## src/rtl/uart_tx_arbiter.sv

```systemverilog
// Shares one UART transmitter among N_REQ byte producers (round-robin by default).
// Define UART_ARB_FIXED_PRIO_EN for strict lowest-index-first priority.
module uart_tx_arbiter #(
    parameter int N_REQ       = 4,
    parameter int DATA_LENGTH = 8,
    parameter int GAP_TICKS   = 2
) (
    input  logic                         clk1,
    input  logic                         rst,
    input  logic [N_REQ-1:0]             req_valid,
    input  logic [N_REQ*DATA_LENGTH-1:0] req_data,
    output logic [N_REQ-1:0]             req_ready,
    output logic [DATA_LENGTH-1:0]       tx_datain,
    output logic                         tx_send,
    input  logic                         tx_done,
    input  logic                         baud_tick,
    output logic [$clog2(N_REQ)-1:0]     grant_id,
    output logic                         busy
);
    localparam int IW  = $clog2(N_REQ);
    localparam int IW1 = IW + 1;

    typedef enum logic [1:0] {
        IDLE,
        LAUNCH,
        BUSY,
        GAP
    } state_t;

    state_t                 state_q, state_d;
    logic [N_REQ-1:0]       ready_q, ready_d;
    logic [DATA_LENGTH-1:0] data_q, data_d;
    logic [IW-1:0]          gid_q, gid_d;
    logic [3:0]             cnt_q, cnt_d;
    logic [IW-1:0]          start;
    logic                   found;
    logic [IW-1:0]          winner;

`ifdef UART_ARB_FIXED_PRIO_EN
    assign start = '0;
`else
    logic [IW-1:0] rr_ptr_q, rr_ptr_d;
    assign start = rr_ptr_q;
`endif

    // First set request bit searching upward from start, wrapping at N_REQ.
    always_comb begin
        logic [IW:0] idx;
        found  = 1'b0;
        winner = '0;
        idx    = '0;
        for (int i = 0; i < N_REQ; i++) begin
            idx = {1'b0, start} + IW1'(i);
            if (idx >= IW1'(N_REQ)) begin
                idx = idx - IW1'(N_REQ);
            end
            if (!found && req_valid[idx[IW-1:0]]) begin
                found  = 1'b1;
                winner = idx[IW-1:0];
            end
        end
    end

    always_comb begin
        state_d = state_q;
        ready_d = '0;
        data_d  = data_q;
        gid_d   = gid_q;
        cnt_d   = cnt_q;
`ifndef UART_ARB_FIXED_PRIO_EN
        rr_ptr_d = rr_ptr_q;
`endif
        unique case (state_q)
            IDLE: begin
                if (found) begin
                    state_d         = LAUNCH;
                    ready_d[winner] = 1'b1;
                    data_d          = req_data[winner*DATA_LENGTH +: DATA_LENGTH];
                    gid_d           = winner;
`ifndef UART_ARB_FIXED_PRIO_EN
                    rr_ptr_d = (winner == IW'(N_REQ - 1)) ? '0 : winner + 1'b1;
`endif
                end
            end
            LAUNCH: begin
                if (!tx_done) begin
                    state_d = BUSY;
                end
            end
            BUSY: begin
                // A tick coinciding with tx_done is dropped: the counter restarts here.
                if (tx_done) begin
                    cnt_d   = '0;
                    state_d = (GAP_TICKS == 0) ? IDLE : GAP;
                end
            end
            GAP: begin
                if (baud_tick && (cnt_q < 4'(GAP_TICKS))) begin
                    cnt_d = cnt_q + 4'd1;
                    if (cnt_q + 4'd1 == 4'(GAP_TICKS)) begin
                        state_d = IDLE;
                    end
                end
            end
            default: begin
                state_d = IDLE;
            end
        endcase
    end

    always_ff @(posedge clk1) begin
        if (!rst) begin
            state_q  <= IDLE;
            ready_q  <= '0;
            data_q   <= '0;
            gid_q    <= '0;
            cnt_q    <= '0;
`ifndef UART_ARB_FIXED_PRIO_EN
            rr_ptr_q <= '0;
`endif
        end else begin
            state_q  <= state_d;
            ready_q  <= ready_d;
            data_q   <= data_d;
            gid_q    <= gid_d;
            cnt_q    <= cnt_d;
`ifndef UART_ARB_FIXED_PRIO_EN
            rr_ptr_q <= rr_ptr_d;
`endif
        end
    end

    assign req_ready = ready_q;
    assign tx_datain = data_q;
    assign grant_id  = gid_q;
    assign tx_send   = (state_q == LAUNCH);
    assign busy      = (state_q != IDLE);

endmodule

```

## config.mk

```make
export PLATFORM = sky130hd
export DESIGN_NAME = uart_tx_arbiter
export DESIGN_NICKNAME = d
export VERILOG_FILES = /design/src/rtl/uart_tx_arbiter.sv
export SDC_FILE = /design/constraint.sdc
export NUM_CORES = 1
export LEC_CHECK = 0
export BUFFER_PORTS_ARGS = -buffer_cell sky130_fd_sc_hd__buf_2
export CORE_MARGIN = 1.5
export CORE_UTILIZATION = 44
export CTS_BUF_LIST = sky130_fd_sc_hd__clkbuf_16
export DETAILED_ROUTE_END_ITERATION = 7
export GPL_TIMING_DRIVEN = 0
export HOLD_SLACK_MARGIN = 0.05
export PLACE_DENSITY = 0.76
export SYNTH_ARGS = -nofsm -noshare
export SYNTH_HDL_FRONTEND = slang
export SYNTH_SLANG_ARGS = --single-unit
```

## constraint.sdc

```tcl
create_clock -name clk1 -period 1.8 [get_ports clk1]
set_input_delay 0.18 -clock clk1 [delete_from_list [all_inputs] [get_ports clk1]]
set_output_delay 0.18 -clock clk1 [all_outputs]
set_load 0.02 [all_outputs]
```

Word level (Yosys, flattened, before mapping)
Index checks and enable logic that the tools add are counted.

Flip-flop bits (word level): 22. Input port bits: 40. Output and inout port bits: 16. Word-level logic and storage cells: 84.

Add/subtract/negate cells: 9. Magnitude comparators: 11. Equal/unequal tests: 10. Shifts and indexed selects: 1. Mux-type cells: 32. Reduce and logical (&&, ||, !) cells: 15.

Operator list (number): indexed part select 32 x 6 -> 8 bit (1); two-way mux 2 bit (14); < comparator 2 x 3 -> 1 bit (second input constant) (5); inequality test 2 bit (second input constant) (5); greater-or-equal comparator 3 bit (second input constant) (3); two-way mux 1 bit (9); binary-select mux 1 bit (select 2 bit) (4); two-way mux 4 bit (2); case mux 2 bit (4 select lines) (1); case mux 4 bit (2 select lines) (1); subtractor 2 x 1 -> 2 bit (second input constant) (4); adder 2 x 2 -> 3 bit (second input constant) (2); == test 2 bit (second input constant) (3); AND reduction 3 bit (2); logical AND 1 bit (5); AND reduction 5 bit (1); adder 4 x 1 -> 4 bit (second input constant) (1); == test 4 x 2 -> 1 bit (second input constant) (1); < comparator 4 x 2 -> 1 bit (second input constant) (1); nonzero test 2 bit (2); adder 2 x 1 -> 3 bit (second input constant) (1); greater-or-equal comparator 2 x 3 -> 1 bit (second input constant) (1); logical NOT 1 bit (3); adder 2 x 1 -> 2 bit (second input constant) (1); other kinds (5) (5).

Longest topological paths before layout
Depth in word-level cells: 18. Gate-level depth with buffers: 7. Depth with buffers taken out: 7.

Worst setup path after synthesis
OpenSTA, ideal clock, no wires.

Path type: register to register. From: register rr_ptr_q[1]. To: register data_q[0] (netlist: tx_datain[0]). Library setup time: 0.122 ns. Data arrival time: 1.636 ns. Data required time: 1.678 ns. Setup slack: 0.042 ns. Stages on the path, launching flop included: 7. Path buffers: 0. Clock period less this slack: 1.758 ns. Path through: dfxtp_1 -> mux2i_2 -> o22ai_4 -> nor2_8 -> inv_6 -> mux2_4 -> o311a_1.

Longest elaborated chain between the ends: 15. Elaborated cells on any way between the ends: 39. Classes of those cells: 7 x add/sub; 4 x order compare; 1 x shift; 20 x mux; 7 x reduce/logical.

RTL lines: start: declaration (line 42) `logic [IW-1:0] rr_ptr_q, rr_ptr_d;`; start signal: assignment (line 128) `rr_ptr_q <= rr_ptr_d;`; parallel branches: the longest is 13 deep, another holds adder 2 x 1 -> 3 bit; two-way mux 2 bit (*) (line 57) `if (!found && req_valid[idx[IW-1:0]]) begin`; named net winner[0] (line 37) `logic [IW-1:0] winner;`; indexed part select 32 x 6 -> 8 bit (*) (line 78) `data_d = req_data[winner*DATA_LENGTH +: DATA_LENGTH];`; end signal: assignment (line 124) `data_q <= data_d;`; end: declaration (line 32) `logic [DATA_LENGTH-1:0] data_q, data_d;`.

Mark *: on every way through the listed nets, which the timed path passes. The select of a mux whose other input is x is not followed. A chain may end at the register's enable or synchronous reset.

Worst setup path in the final report
Ends and elaborated chain as after synthesis.

==> impl_metrics.yaml <==
clock_network:
  clock_latency_ns: 0.25
  root_buffer: "clkbuf_16"
  cts_tree: "built"
  path_clk_slew_ns: 0.06
  cts_buffer_depth: 2
  clkSinkCount: 22
  cts_buffers: 3
  h-tree-depth: 1
synth:
  synth_xor_area_frac: 0.00609
  synth_top_family_by_area: "compound AO/OA/AOI/OAI gates"
  synth_cells: 158
  synth_nets: 208
  synth_compound_area_frac: 0.252
  syn_avg_cell_area_um2: 9.11
  synth_area_um2: 1440
  synth_edf_count: 0
  yosys.area_share.adder: 0.0870
  ys_types: 46
  yosys.area_share.simple: 0.200
  yosys-mux-area-fraction: 0.0965
  postSynth.asyncResetShare: 0
  synth_ff_type: "dfxtp_1"
  yosysWarnings: 0
  seq_area_frac_synth: 0.306
  synth-seq-cells: 22
run:
  max_cap_viol_count: 0
critical_path:
  worstPathArrival_ns: 1.86
  startpoint_type: "flip-flop"
  crit_fanout: 10
  r2r_setup_slack_ns: 0.08
  crit_type: "flip-flop to flip-flop"
  worstSetupEndpointType: "flip-flop"
  cp_data_required_time_ns: 1.94
cells_and_area:
  drive_above_1_share: 0.395
  layout.cells.non_filler: 264
  finish.utilization: 0.634
  layout_commonest_cell: "buf_2"
  fillers: 293
  nNetsFinal: 272
  antennaDiodeCount: 0
  area_growth_pct: 35.6
  final_cell_mix: "56 x buf_2, 20 x dfxtp_1, 12 x nand3_1"
die:
  rows: 20
  io_pins: 56
  fp.dieArea_um2: 3620
  die_h_um: 60.2
  core-area_um2: 3080
  initial_utilization: 0.467
  die_w_um: 60.2
sta:
  fmax_mhz: 580
  finalCriticalPeriod_ns: 1.72
  hold_slack_ns: 0.225
  maxSlewViolCount: 0
  worstMarginPinSlew_ns: 0.646
  setup_viol: 0
  finClkSkew_ns: 0.00149
  worst_slack_ns: 0.0766
  hold_viol_final: 0
  slew_headroom: 0.566
  min_period_over_period: 0.957
power_and_ir_drop:
  p_per_area_nw_per_um2: 1510
  p_int_mw: 1.68
  comb_power_share: 0.576
  finalPower_mw: 2.95
  power_frac_clock: 0.159
  swShare: 0.431
  ir_worst_vdd_uv: 848
  seqPwrFrac: 0.265
  p_leak_nw: 0.916
  power.switching_mw: 1.27
placed_design:
  dpl_worst_slack_ns: -0.154
  portBuffers: 53
  dp_hpwl_mm: 2.60
  placed_cells: 255
  gp_congestion: 0.794
detailed_routing:
  ant_nets: 0
  first_pass_iters: 4
  wl_per_cell_um: 14.1
  drc: 0
  vias: 1458
  drtIter0Drc: 53
  vias_per_cell: 5.52
  routed_wirelength_mm: 3.71
grt:
  gr-total-overflow: 0
  antenna_found_initial: 0
  grt_pass1_wl_mm: 5.86
  grt_pass1_vias: 1395
  gr-usage-all-layers: 0.215
  grt_start_max_net_pins: 12
outcome:
  status: "completed"
worst_hold_path:
  hold_class: "input pin to flip-flop"
==> cell families after synthesis <==
kind of cell,after synthesis
and+or+nand+nor,51
AOI/OAI and AO/OA,46
DFF,22
buffers and inverters,17
muxes,11
adders and majority gates,10
xor gates and xnor gates,1
==> sequential cells by signal (all words and copies together), names as in the netlist <==
register   cells
tx_datain      8
rr_ptr_q       2
state_q        2
grant_id       2
req_ready      4
cnt_q          4
==> layer usage <==
layer  global-route usage  vias to the layer above  share of wire
met5                    0                        -              0
met3               0.0563                       10          0.045
met1                0.264                      692           0.45
met4               0.0762                        0          0.018
li1                     -                      710              -
met2                0.360                       46           0.49
==> through the flow <==
stage | TNS, ns | instance area [µm²]
floorplan | 0 | 1440
CTS | 0 | 1880
detailed placement | -0.819 | 1760
global route | -0.0636 | 1950
global placement | -0.655 | 1760
finish | 0 | 1950
==> worst max-delay path, cell delays in order (launching register included) <==
cell and delay (ns):
dfxtp_4 0.40, mux2i_4 0.27, o22ai_4 0.12, nor2_8 0.15, inv_8 0.07, mux2_4 0.29, o311a_1 0.29
==> cell type report <==
cell class	count	area (µm²)	area share
plain buffers	7	33.8	0.0173
inverters	10	45.0	0.0231
flip-flops and latches	22	445	0.228
well taps	44	55.1	0.0282
multi-input cells	119	986	0.505
clock buffers	3	75.1	0.0385
repair buffers	59	310	0.159
==> path summary, 6_finish.rpt <==
kind              cells after the start    startpoint           end
setup / recovery                      6   rr_ptr_q[1]  tx_datain[0]
hold / removal                        3  req_data[27]  tx_datain[3]
setup reg to reg                      6   rr_ptr_q[1]  tx_datain[0]
hold reg to reg                       2  tx_datain[3]  tx_datain[3]
==> timing repair <==
action	4_1_cts	5_1_grt
hold buffers	0	0
endpoints found under the setup margin	8	9
resized for setup	7	8
buffers inserted	2	4
pin swaps	2	5
==> synthesized netlist by cell type (all sizes together), types with 3 or more instances <==
library cell / count / area share
a21oi: 7 / 0.027
nand3: 12 / 0.042
inv: 10 / 0.030
o21ai: 10 / 0.035
and3: 5 / 0.022
o22ai: 3 / 0.027
nand2b: 3 / 0.013
mux2i: 6 / 0.044
dfxtp: 22 / 0.31
a41oi: 6 / 0.037
buf: 3 / 0.012
clkbuf: 4 / 0.010
o311a: 5 / 0.035
nand2: 10 / 0.026
ha: 10 / 0.087
mux2: 5 / 0.052
nor2: 10 / 0.039
nor2b: 4 / 0.017
==> power by group through the flow <==
stage / logic, mW / clock network, mW / registers, mW
after floorplan: 0.985 / 0 / 0.893
after global placement: 1.48 / 0 / 0.769
after detailed placement: 1.50 / 0 / 0.772
after CTS: 1.57 / 0.470 / 0.775
after global routing: 1.86 / 0.489 / 0.795
final: 1.70 / 0.468 / 0.781
Note: power is estimated with default switching activity, not from simulation.
